==> src/rtl/gpio_irq_pkg.sv <==
// Shared constants, control-state type and output-mapping helper for the
// GPIO interrupt controller.
package gpio_irq_pkg;

  localparam int NUM_PINS    = 16;
  localparam int EXT_IRQ_W   = 24;
  localparam int AGG_IRQ_BIT = 16;
  localparam int SYNC_STAGES = 2;

  // Last INIT count value before moving to LOAD (INIT spans three edges
  // counting the release edge, so both synchroniser stages hold pin data).
  localparam logic [1:0] INIT_LAST = 2'd2;

  typedef enum logic [1:0] {
    INIT = 2'd0,
    LOAD = 2'd1,
    RUN  = 2'd2
  } ctrl_state_e;

  // Builds the core interrupt vector from the masked pending bits: per-pin
  // lines in the low bits, their OR on the aggregate bit, the rest zero.
  function automatic logic [EXT_IRQ_W-1:0] map_ext_irq(input logic [NUM_PINS-1:0] active);
    logic [EXT_IRQ_W-1:0] v;
    v                 = {EXT_IRQ_W{1'b0}};
    v[NUM_PINS-1:0]   = active;
    v[AGG_IRQ_BIT]    = |active;
    return v;
  endfunction

endpackage

==> src/rtl/gpio_pin_filter.sv <==
// One GPIO pin: 2-flop synchroniser, stability-counter glitch filter and the
// previous-level flop used for edge detection. A load pulse forces both the
// filtered and previous levels to the synced level so no edge results.
module gpio_pin_filter
  import gpio_irq_pkg::*;
#(
  parameter int FILTER_CYCLES = 4
) (
  input  logic clk,
  input  logic reset,
  input  logic load,
  input  logic pin_in,
  output logic filt,
  output logic rise_raw,
  output logic fall_raw
);

  localparam int CNT_W = (FILTER_CYCLES > 0) ? $clog2(FILTER_CYCLES + 1) : 1;
  localparam logic [CNT_W-1:0] CNT_MAX = CNT_W'(FILTER_CYCLES);
  localparam logic [CNT_W-1:0] CNT_ONE = CNT_W'(1);

  logic [SYNC_STAGES-1:0] sync_r;
  logic                   synced_s;
  logic [CNT_W-1:0]       cnt_r;
  logic                   filt_r;
  logic                   prev_r;

  assign synced_s = sync_r[SYNC_STAGES-1];

  // Bring the asynchronous pin into the clock domain.
  always_ff @(posedge clk or negedge reset) begin
    if (!reset) begin
      sync_r <= {SYNC_STAGES{1'b0}};
    end else begin
      sync_r <= {sync_r[SYNC_STAGES-2:0], pin_in};
    end
  end

  // Filtered level follows the synced level only after it has differed for
  // FILTER_CYCLES+1 consecutive edges; with FILTER_CYCLES=0 the count limit
  // is zero, so the first differing edge updates immediately.
  always_ff @(posedge clk or negedge reset) begin
    if (!reset) begin
      cnt_r  <= {CNT_W{1'b0}};
      filt_r <= 1'b0;
    end else if (load) begin
      cnt_r  <= {CNT_W{1'b0}};
      filt_r <= synced_s;
    end else if (synced_s == filt_r) begin
      cnt_r  <= {CNT_W{1'b0}};
      filt_r <= filt_r;
    end else if (cnt_r == CNT_MAX) begin
      cnt_r  <= {CNT_W{1'b0}};
      filt_r <= synced_s;
    end else begin
      cnt_r  <= cnt_r + CNT_ONE;
      filt_r <= filt_r;
    end
  end

  // Previous filtered level, seeded from the synced level on load.
  always_ff @(posedge clk or negedge reset) begin
    if (!reset) begin
      prev_r <= 1'b0;
    end else if (load) begin
      prev_r <= synced_s;
    end else begin
      prev_r <= filt_r;
    end
  end

  assign filt     = filt_r;
  assign rise_raw = filt_r & ~prev_r;
  assign fall_raw = ~filt_r & prev_r;

endmodule

==> src/rtl/gpio_irq_ctrl.sv <==
// GPIO interrupt controller: per-pin filtering and edge detection, a
// write-1-to-clear pending register, and the mapping onto the core's
// ext_interrupts vector. A small start-up FSM suppresses edges until the
// synchronisers hold real pin data.
module gpio_irq_ctrl
  import gpio_irq_pkg::*;
#(
  parameter int FILTER_CYCLES = 4
) (
  input  logic                 clk,
  input  logic                 reset,
  input  logic [NUM_PINS-1:0]  pin_in,
  input  logic [NUM_PINS-1:0]  irq_mask,
  input  logic [NUM_PINS-1:0]  rise_en,
  input  logic [NUM_PINS-1:0]  fall_en,
  input  logic                 clr_valid,
  input  logic [NUM_PINS-1:0]  clr_bits,
  output logic [NUM_PINS-1:0]  pending,
  output logic [NUM_PINS-1:0]  pin_filt,
  output logic [EXT_IRQ_W-1:0] ext_interrupts
);

  ctrl_state_e         state_r;
  ctrl_state_e         state_next_s;
  logic [1:0]          init_cnt_r;
  logic                load_s;
  logic                run_s;
  logic [NUM_PINS-1:0] rise_raw_s;
  logic [NUM_PINS-1:0] fall_raw_s;
  logic [NUM_PINS-1:0] edge_s;
  logic [NUM_PINS-1:0] clr_s;
  logic [NUM_PINS-1:0] pending_r;

  for (genvar i = 0; i < NUM_PINS; i++) begin : g_pin
    gpio_pin_filter #(
      .FILTER_CYCLES(FILTER_CYCLES)
    ) u_pin_filter (
      .clk      (clk),
      .reset    (reset),
      .load     (load_s),
      .pin_in   (pin_in[i]),
      .filt     (pin_filt[i]),
      .rise_raw (rise_raw_s[i]),
      .fall_raw (fall_raw_s[i])
    );
  end

  // Control state register.
  always_ff @(posedge clk or negedge reset) begin
    if (!reset) begin
      state_r <= INIT;
    end else begin
      state_r <= state_next_s;
    end
  end

  // Count edges spent in INIT while the synchronisers fill.
  always_ff @(posedge clk or negedge reset) begin
    if (!reset) begin
      init_cnt_r <= 2'd0;
    end else if (state_r == INIT) begin
      init_cnt_r <= init_cnt_r + 2'd1;
    end else begin
      init_cnt_r <= 2'd0;
    end
  end

  // Next-state logic: INIT -> LOAD -> RUN, RUN is held until reset.
  always_comb begin
    state_next_s = state_r;
    case (state_r)
      INIT: begin
        if (init_cnt_r == INIT_LAST) begin
          state_next_s = LOAD;
        end else begin
          state_next_s = INIT;
        end
      end
      LOAD:    state_next_s = RUN;
      RUN:     state_next_s = RUN;
      default: state_next_s = INIT;
    endcase
  end

  // State decode: load strobe for the filters, edge enable in RUN only.
  always_comb begin
    load_s = 1'b0;
    run_s  = 1'b0;
    case (state_r)
      INIT: begin
        load_s = 1'b0;
        run_s  = 1'b0;
      end
      LOAD: begin
        load_s = 1'b1;
        run_s  = 1'b0;
      end
      RUN: begin
        load_s = 1'b0;
        run_s  = 1'b1;
      end
      default: begin
        load_s = 1'b0;
        run_s  = 1'b0;
      end
    endcase
  end

  // Qualified edges and the clear mask for this cycle.
  always_comb begin
    edge_s = {NUM_PINS{1'b0}};
    clr_s  = {NUM_PINS{1'b0}};
    if (run_s) begin
      edge_s = (rise_raw_s & rise_en) | (fall_raw_s & fall_en);
    end else begin
      edge_s = {NUM_PINS{1'b0}};
    end
    if (clr_valid) begin
      clr_s = clr_bits;
    end else begin
      clr_s = {NUM_PINS{1'b0}};
    end
  end

  // Pending register: clear first, then OR in new edges so a set wins.
  always_ff @(posedge clk or negedge reset) begin
    if (!reset) begin
      pending_r <= {NUM_PINS{1'b0}};
    end else begin
      pending_r <= (pending_r & ~clr_s) | edge_s;
    end
  end

  assign pending        = pending_r;
  assign ext_interrupts = map_ext_irq(pending_r & irq_mask);

endmodule

==> config.mk <==
export PLATFORM = sky130hd
export DESIGN_NAME = gpio_irq_ctrl
export DESIGN_NICKNAME = d
export VERILOG_FILES = /design/src/rtl/gpio_irq_pkg.sv /design/src/rtl/gpio_pin_filter.sv /design/src/rtl/gpio_irq_ctrl.sv
export SDC_FILE = /design/constraint.sdc
export NUM_CORES = 1
export LEC_CHECK = 0
export CORE_MARGIN = 3
export CORE_UTILIZATION = 38
export DETAILED_ROUTE_END_ITERATION = 10
export SLEW_MARGIN = 30
export SYNTH_ARGS = -nofsm -noshare
export SYNTH_HDL_FRONTEND = slang
export SYNTH_SLANG_ARGS = --single-unit
export TNS_END_PERCENT = 100
==> constraint.sdc <==
create_clock -name clk -period 1.9 [get_ports clk]
set_input_delay 0.285 -clock clk [delete_from_list [all_inputs] [get_ports clk]]
set_output_delay 0.285 -clock clk [all_outputs]
set_load 0.01 [all_outputs]
# Yosys cells after proc, flatten, opt, wreduce, memory -nomap -nowiden
# Cells that the tools add are included.
totals:
  ff_bits: 132
  input_bits: 83
  out_inout_bits: 56
  elab_cells: 360
classes:
  n_addsub: 17
  eq_ne: 51
  muxes: 119
  n_bitwise: 71
  n_reduce_logical: 35
ops:
  columns: ["operator", "n"]
  rows:
  - ["$mux 3", 48]
  - ["$mux 1", 67]
  - ["$and 16x16->16", 4]
  - ["$add 3x1->3 const B", 16]
  - ["$eq 3x3->1 const B", 16]
  - ["$and 1x1->1", 32]
  - ["$mux 16", 2]
  - ["$not 1->1", 32]
  - ["$or 16x16->16", 2]
  - ["$reduce_and 2->1", 16]
  - ["$reduce_bool 2->1", 16]
  - ["$ne 2x2->1 const B", 15]
  - ["$eq 1x1->1", 16]
  - ["$not 16->16", 1]
  - ["$reduce_or 16->1", 1]
  - ["$eq 2x2->1 const B", 2]
  - ["$pmux 2 s2", 1]
  - ["$add 2x1->2 const B", 1]
  - ["$eq 2x1->1 const B", 1]
  - ["$logic_not 2->1", 1]
  - ["$mux 2", 1]
  - ["$ne 2x1->1 const B", 1]
  - ["$reduce_or 2->1", 1]

# Depth between registers and ports, before layout
# Gate-level depths: netlist of run 1.
logic_depth:
  ltp_word: 6
  ltp_mapped: 5
  mapped_depth_nobuf: 5

# Hierarchy
# A second synthesis of run 1 with hierarchy kept.
unflattened:
  cells_unflattened: 465
  area_unflattened_um2: 5973.2
by_module_without_submodules:
  columns: ["mod", "n_inst", "cells_each", "area_per_inst_um2", "seq_area_each_um2"]
  rows:
  - ["gpio_pin_filter", 16, 22, 301.5, 175.2]
  - ["gpio_irq_ctrl", 1, 113, 1148.6, 500.5]

# Least setup slack after synthesis of run 1
# No wires, ideal clock.
synth_timing:
  path_type: "flip-flop to output port"
  from: "reg pending_r[7] (netlist: pending[7])"
  to: "out ext_interrupts[16]"
  t_arrival_ns: 1.666
  required_ns: 1.615
  slack_ns: -0.051
  path_stages_with_launch: 4
  n_path_buf: 0
  path_cell_list: "dfrtp_1 -> and2_1 -> or4_1 -> or4_1"
synth_via:
  elab_chain_len: 2
synth_rtl:
  columns: ["element", "line", "text"]
  rows:
  - ["start: declaration", "gpio_irq_ctrl.sv:32", "logic [NUM_PINS-1:0] pending_r;"]
  - ["start signal: assignment", "gpio_irq_ctrl.sv:128", "pending_r <= {NUM_PINS{1'b0}};"]
  - ["start signal: assignment", "gpio_irq_ctrl.sv:130", "pending_r <= (pending_r & ~clr_s) | edge_s;"]
  - ["$and 16x16->16", "gpio_irq_ctrl.sv:135", "assign ext_interrupts = map_ext_irq(pending_r & irq_mask);"]
  - ["net ext_interrupts[7]", "gpio_irq_ctrl.sv:20", "output logic [EXT_IRQ_W-1:0] ext_interrupts"]
  - ["$reduce_or 16->1", "gpio_irq_pkg.sv:26", "v[AGG_IRQ_BIT] = |active;"]
  - ["end: declaration", "gpio_irq_ctrl.sv:20", null]
# The timed path passes the listed nets, and every way through them passes these cells.

# Worst setup path in the final report of run 1
layout_timing:
  from: "reg pending_r[6] (netlist: pending[6])"
  to: "out ext_interrupts[16]"
layout_via:
  elab_chain_len: 2
layout_rtl:
  columns: ["element", "line"]
  rows:
  - ["$and 16x16->16", "gpio_irq_ctrl.sv:135"]
  - ["$reduce_or 16->1", "gpio_irq_pkg.sv:26"]
# Every way passes these cells.

==> results.toml, run 1 <==
[outcome]
status = "finished with violations"
violations = "negative setup slack"

[logic_synthesis]
synthTopCellsByCount = "dfrtp_1, inv_1, ha_1, nor2_1, nand2_1"
synth_area_leader_cell = "dfrtp_1"
synth_cell_type_count = 26
yosys_warnings = 0
synth-seq-area-share = 0.558
ys_ff_latch = 132
async_flop_share = 1.00
yosysMostFrequentCell = "dfrtp_1"
syn_area_sq_um = 5920
synth-main-ff-cell = "dfrtp_1"
synth_cells = 511
synth_edf_count = 0
synth_area_leaders = "dfrtp_1, ha_1, mux2_2, inv_1, buf_4"
synth.avg_cell_area_sq_um = 11.6
synth_top_area_share = 0.558

[power_and_ir_drop]
powerDensity_nw_per_um2 = 1440
clkPwrFrac = 0.263
internal-power_mw = 8.14
pwr-share-comb = 0.359
ir_drop_mv = 0.671
power_frac_seq = 0.378
p_leak_nw = 3.70
p_sw_frac = 0.304
power_switching_mw = 3.56

[cells_and_area]
final_nets = 784
syn2layout_area_growth_pct = 37.2
diodes = 0
drive_gt1_frac = 0.149
design_area_sq_um = 8120
fin_cells = 860
final_util = 0.546

[setup_path]
path_max_fanout = 2
r2r-end = "g_pin[9].u_pin_filter.filt$_DFFE_PN0P_"
slowest_stage = "or4_4"
cp-start-kind = "flip-flop"
cp.arrival_ps = 2150
endpoint_kind = "output port"
critical_path.cell_chain = "and2_4 > or4_4 > or4_4 > buf_6"
cp.required_ps = 1620
r2r_start = "state_r[1]$_DFF_PN0_"
slowest_delay_ps = 540
reg2reg_depth = 5
critPathMostFrequentCell = "or4_4"
critPathCapture = "ext_interrupts[16]"
rrSetupSlack_ps = 360
crit_type = "reg -> out"
startpoint = "pending[6]$_DFF_PN0_"

[cts]
cts_buffers = 17
clk_pin_slew_ps = 60
cts_sinks = 132
cts_tree = "yes"
clockBufferDepth = 2
root_buffer = "clkbuf_16"
clkLatencyLatePin_ps = 410
cts.htree.levels = 4

[timing]
rsz0062_at_grt = "true"
fin_worst_skew_ps = 5.25
hold_viol_final = 0
hold_ws_ps = 309
fin_crit_ps = 2440
worst_slew_pin_slew_ps = 818
slew_violations = 0
fin_ws_ps = -536
setup_viol = 1
finalCritPeriodShare = 1.28
maxSlewHeadroom = 0.455
clock.fmax_mhz = 410

[placement]
pre_cts_ws_ps = -897
hpwl_um = 9290
io_buffers = 131
gp_congestion = 0.730
dp_cells = 826
postPlaceCellArea_sq_um = 7520

[global_route]
grt.total_usage = 0.154
grt_pass1_wl_um = 20100
grt_max_degree = 51
antenna_found_initial = 0
grt_pass1_vias = 4085
grt_overflow = 0

[floorplanning]
fp.dieW_um = 131
io_pins = 139
die-area_sq_um = 17100
initial_core_util = 0.398
rows = 44
coreArea_sq_um = 14900
dieHeight_um = 131

[routing]
wl_per_cell_um = 14.8
avgViaCountPerCell = 4.74
num_vias = 4080
wl_um = 12700
drc = 0
firstDrtPassIters = 4
ant_nets = 0
drt_iter0_drc = 184

[flow_run]
cap_violations = 0

[hold_path]
hold_class = "in -> reg"
## worst max-delay path: cells and delay by family (launching register included)
family / cells / cell delay [ps]
buffers and inverters: 1 / 140
DFF: 1 / 370
and+or+nand+nor: 3 / 1230
## kinds of logic after synthesis
family | Yosys count | synth area share
compound gates | 62 | 0.0672
xor+xnor | 16 | 0.0237
fa+ha+maj | 37 | 0.0782
buf+inv | 81 | 0.0661
flops | 132 | 0.558
mux | 45 | 0.0828
other cells | 1 | 0.000633
simple gates | 137 | 0.124
## how the worst min path moves through the flow
stage	startpoint	end	slack, ps	cells past startpoint
after floorplan	reset	g_pin[0].u_pin_filter.cnt_r[0]$_DFF_PN0_	-10	0
after global placement	reset	g_pin[8].u_pin_filter.cnt_r[0]$_DFF_PN0_	270	1
after detailed placement	reset	g_pin[8].u_pin_filter.filt$_DFFE_PN0P_	280	1
after CTS	pin_in[1]	g_pin[1].u_pin_filter.sync_r[0]$_DFF_PN0_	290	1
after global routing	pin_in[8]	g_pin[8].u_pin_filter.sync_r[0]$_DFF_PN0_	290	1
final	pin_in[1]	g_pin[1].u_pin_filter.sync_r[0]$_DFF_PN0_	310	1
## state kept, by name, indices dropped and copies added (netlist names)
| name | cells |
|---|---|
| g_pin.u_pin_filter.cnt_r | 48 |
| g_pin.u_pin_filter.sync_r | 32 |
| g_pin.u_pin_filter.filt | 16 |
| g_pin.u_pin_filter.prev_r | 16 |
| pending | 16 |
| init_cnt_r | 2 |
| state_r | 2 |
## final cells by class
| cell class | instances | area, sq um |
|---|---|---|
| fillers | 1258 | 6740 |
| flip-flops and latches | 132 | 3300 |
| multi-input cells | 304 | 2280 |
| repair buffers | 160 | 1560 |
| clock buffers | 27 | 513 |
| well taps | 184 | 230 |
| inverters | 49 | 184 |
| clock inverters | 4 | 45.0 |
## metrics by stage
stage | setup TNS [ps] | total power [mW]
2_1_floorplan | -3.93 | 6.84
3_3_place_gp | -892 | 8.45
3_5_place_dp | -897 | 8.64
4_1_cts | -571 | 11.8
5_1_grt | -601 | 12.5
6_report | -536 | 11.7
## power by group through the flow
stage	registers (mW)	logic (mW)	clock network (mW)
after floorplan	4.43	2.41	0
after global placement	4.41	4.05	0
after detailed placement	4.46	4.18	0
after CTS	4.43	4.26	3.16
after global routing	4.56	4.66	3.28
final	4.42	4.20	3.08
## layer usage
metal  global-route usage  up-vias  share of wire
met3               0.0439       15          0.047
met4               0.0611        0          0.015
met5                    0        -              0
met2                0.257       87           0.51
li1                     -     1978              -
met1                0.190     2000           0.42
## timing repair
action,4_1_cts,5_1_grt
endpoints found under the setup margin,1,3
setup buffers,1,1
hold endpoints to repair,46,0
hold buffers,1,0
pin swaps,4,3
gates resized for setup,10,3
## cells in the final DEF, fill, tap and decap left out, drive strengths merged
cell type,n
ha,37
and2,16
clkdlybuf4s50,127
nand2,33
a22o,16
nand3b,16
nor2b,2
nor3b,8
or4,5
xor2,11
buf,30
mux2i,13
o21ai,16
nand2b,11
and3b,5
clkinv,3
mux2,32
clkbuf,27
a21oi,19
conb,7
xnor2,5
a211oi,11
dfrtp,132
nor3,5
inv,49
dlygate4sd3,1
bufinv,1
dlymetal6s2s,2
nor2,36
Note: power is estimated with default switching activity, not from simulation.
==> inputs of run 2 (changes only) <==
--- a/config.mk
+++ b/config.mk
@@ -5,7 +5,6 @@
 export SDC_FILE = /design/constraint.sdc
 export NUM_CORES = 1
 export LEC_CHECK = 0
-export CORE_MARGIN = 3
 export CORE_UTILIZATION = 38
 export DETAILED_ROUTE_END_ITERATION = 10
 export SLEW_MARGIN = 30
==> run 2 against run 1 <==
The run still ends with negative setup slack left. Largest cell class unchanged. Register-to-register slack got worse by 60 ps. Power about the same. Critical path depth unchanged. Critical endpoint unchanged. Clock power decreased by 3%. Final cell count increased by 0.81%. Global-route usage increased by 1.6 points. Combinational power increased by 1%.
==> results.toml, run 2 (synthesis results as in run 1) <==
[setup_path]
slowest_delay_ps = 540
r2r_start = "state_r[0]$_DFF_PN0_"
r2r-end = "pending[12]$_DFF_PN0_"
worst-path-buf-inv = 1
critPathMostFrequentCell = "or4_4"
reg2reg_depth = 3
cp.arrival_ps = 2120
path_max_fanout = 2
cp.required_ps = 1620
rrSetupSlack_ps = 300
critical_path.cell_chain = "and2_4 > or4_4 > or4_4 > buf_6"
crit_type = "reg -> out"
slowest_stage = "or4_4"
endpoint_kind = "output port"
path_delay_family = "simple AND/OR/NAND/NOR gates"
path_depth = 4
cp-start-kind = "flip-flop"
startpoint = "pending[1]$_DFF_PN0_"
critPathCapture = "ext_interrupts[16]"

[floorplanning]
initial_core_util = 0.390
die-area_sq_um = 16100
rows = 45
dieHeight_um = 127
coreArea_sq_um = 15200
io_pins = 139
fp.dieW_um = 127

[routing]
num_vias = 4058
avgViaCountPerCell = 4.68
firstDrtPassIters = 4
drc = 0
ant_nets = 0
wl_um = 12600
wl_per_cell_um = 14.6
drt_iter0_drc = 135

[cells_and_area]
drive_gt1_frac = 0.162
largest_register = "g_pin.u_pin_filter.cnt_r"
most-common-layout-cells = "dfrtp_1, clkdlybuf4s50_1, inv_1"
fin_cells = 867
syn2layout_area_growth_pct = 37.6
final_util = 0.536
final_nets = 788
largestRegisters = "g_pin.u_pin_filter.cnt_r (48), g_pin.u_pin_filter.sync_r (32)"
largest_reg_flops = 48
diodes = 0
final_common_cell = "dfrtp_1"
fill_cells = 1303

[cts]
cts.htree.levels = 4
cts_tree = "yes"
clkLatencyLatePin_ps = 410
cts_buffers = 17
root_buffer = "clkbuf_16"
clockBufferDepth = 2
cts_sinks = 132
clk_pin_slew_ps = 50

[global_route]
grt_pass1_vias = 4297
grt_overflow = 0
grtUsageMet2 = 0.292
grt_max_degree = 45
use_met1 = 0.202
gr-max-usage-layer = "met2"
grt_pass1_wl_um = 20800
grt.total_usage = 0.170
use_met3 = 0.0506
antenna_found_initial = 1

[placement]
hpwl_um = 9300
gp_congestion = 0.768
dp_cells = 833
io_buffers = 131

[outcome]
violations = "negative setup slack"
status = "finished with violations"

[power_and_ir_drop]
p_leak_nw = 3.72
powerDensity_nw_per_um2 = 1440
ir_drop_mv = 0.697

[timing]
maxSlewHeadroom = 0.426
fin_worst_skew_ps = 5.84
fin_ws_ps = -502
hold_viol_final = 0
fin_crit_ps = 2400
worst_slew_pin_slew_ps = 861
finalCritPeriodShare = 1.26
setup_viol = 1
clock.fmax_mhz = 416
rsz0062_at_grt = "true"
slew_violations = 0
hold_ws_ps = 304

[flow_run]
cap_violations = 0

[hold_path]
hold_class = "in -> reg"
## run 2: cell types whose count changed in the layout (fill, tap and decap cells not counted), moves of 2 or more
cell	delta
and2_4	+2
and2_1	-2
clkbuf_1	-3
buf_4	+5
clkbuf_8	+2
## run 2: layout make-up
class                   instances  area, sq um  area share
clock buffers                  26          529      0.0649
clock inverters                 4         20.0     0.00246
inverters                      49          184      0.0226
multi-input cells             304         2290       0.281
flip-flops and latches        132         3300       0.405
well taps                     188          235      0.0289
repair buffers                164         1590       0.195
## run 2: worst min-delay path by stage
stage / from / to / slack (ps) / cells after the start
floorplan: reset / g_pin[0].u_pin_filter.cnt_r[0]$_DFF_PN0_ / -10 / 0
detailed placement: reset / g_pin[8].u_pin_filter.filt$_DFFE_PN0P_ / 250 / 1
finish: pin_in[2] / g_pin[2].u_pin_filter.sync_r[0]$_DFF_PN0_ / 300 / 1
global placement: reset / g_pin[8].u_pin_filter.filt$_DFFE_PN0P_ / 240 / 1
CTS: pin_in[2] / g_pin[2].u_pin_filter.sync_r[0]$_DFF_PN0_ / 280 / 1
global route: pin_in[2] / g_pin[2].u_pin_filter.sync_r[0]$_DFF_PN0_ / 290 / 1
## run 2: through the flow
stage / power (mW) / setup WS (ps) / setup TNS, ps / cell area (sq um)
floorplan: 6.84 / -3.93 / -3.93 / 5960
global placement: 8.49 / -912 / -912 / 7540
detailed placement: 8.69 / -913 / -913 / 7540
CTS: 11.8 / -529 / -529 / 8130
global route: 12.5 / -560 / -560 / 8150
finish: 11.7 / -502 / -502 / 8150
## run 2: what timing repair did
| action | in CTS | in global routing |
|---|---|---|
| gates cloned | 0 | 0 |
| setup endpoints to repair | 1 | 2 |
| hold buffers | 1 | 0 |
| endpoints found under the hold margin | 40 | 0 |
| gates resized for setup | 12 | 2 |
| pin swaps | 8 | 0 |
| setup buffers | 1 | 2 |
## run 2: report_power, final
| part | internal, mW | switching, mW | leakage, nW | total [mW] |
|---|---|---|---|---|
| sequential | 3.72 | 0.717 | 1.61 | 4.44 |
| clock | 1.89 | 1.11 | 0.278 | 3.00 |
| combinational | 2.50 | 1.76 | 1.83 | 4.26 |
## run 2: per-layer routing
metal	up-vias	routed length, um
li1	1983	-
met1	1967	5390
met2	87	6470
met3	19	579
met4	2	193
met5	-	11
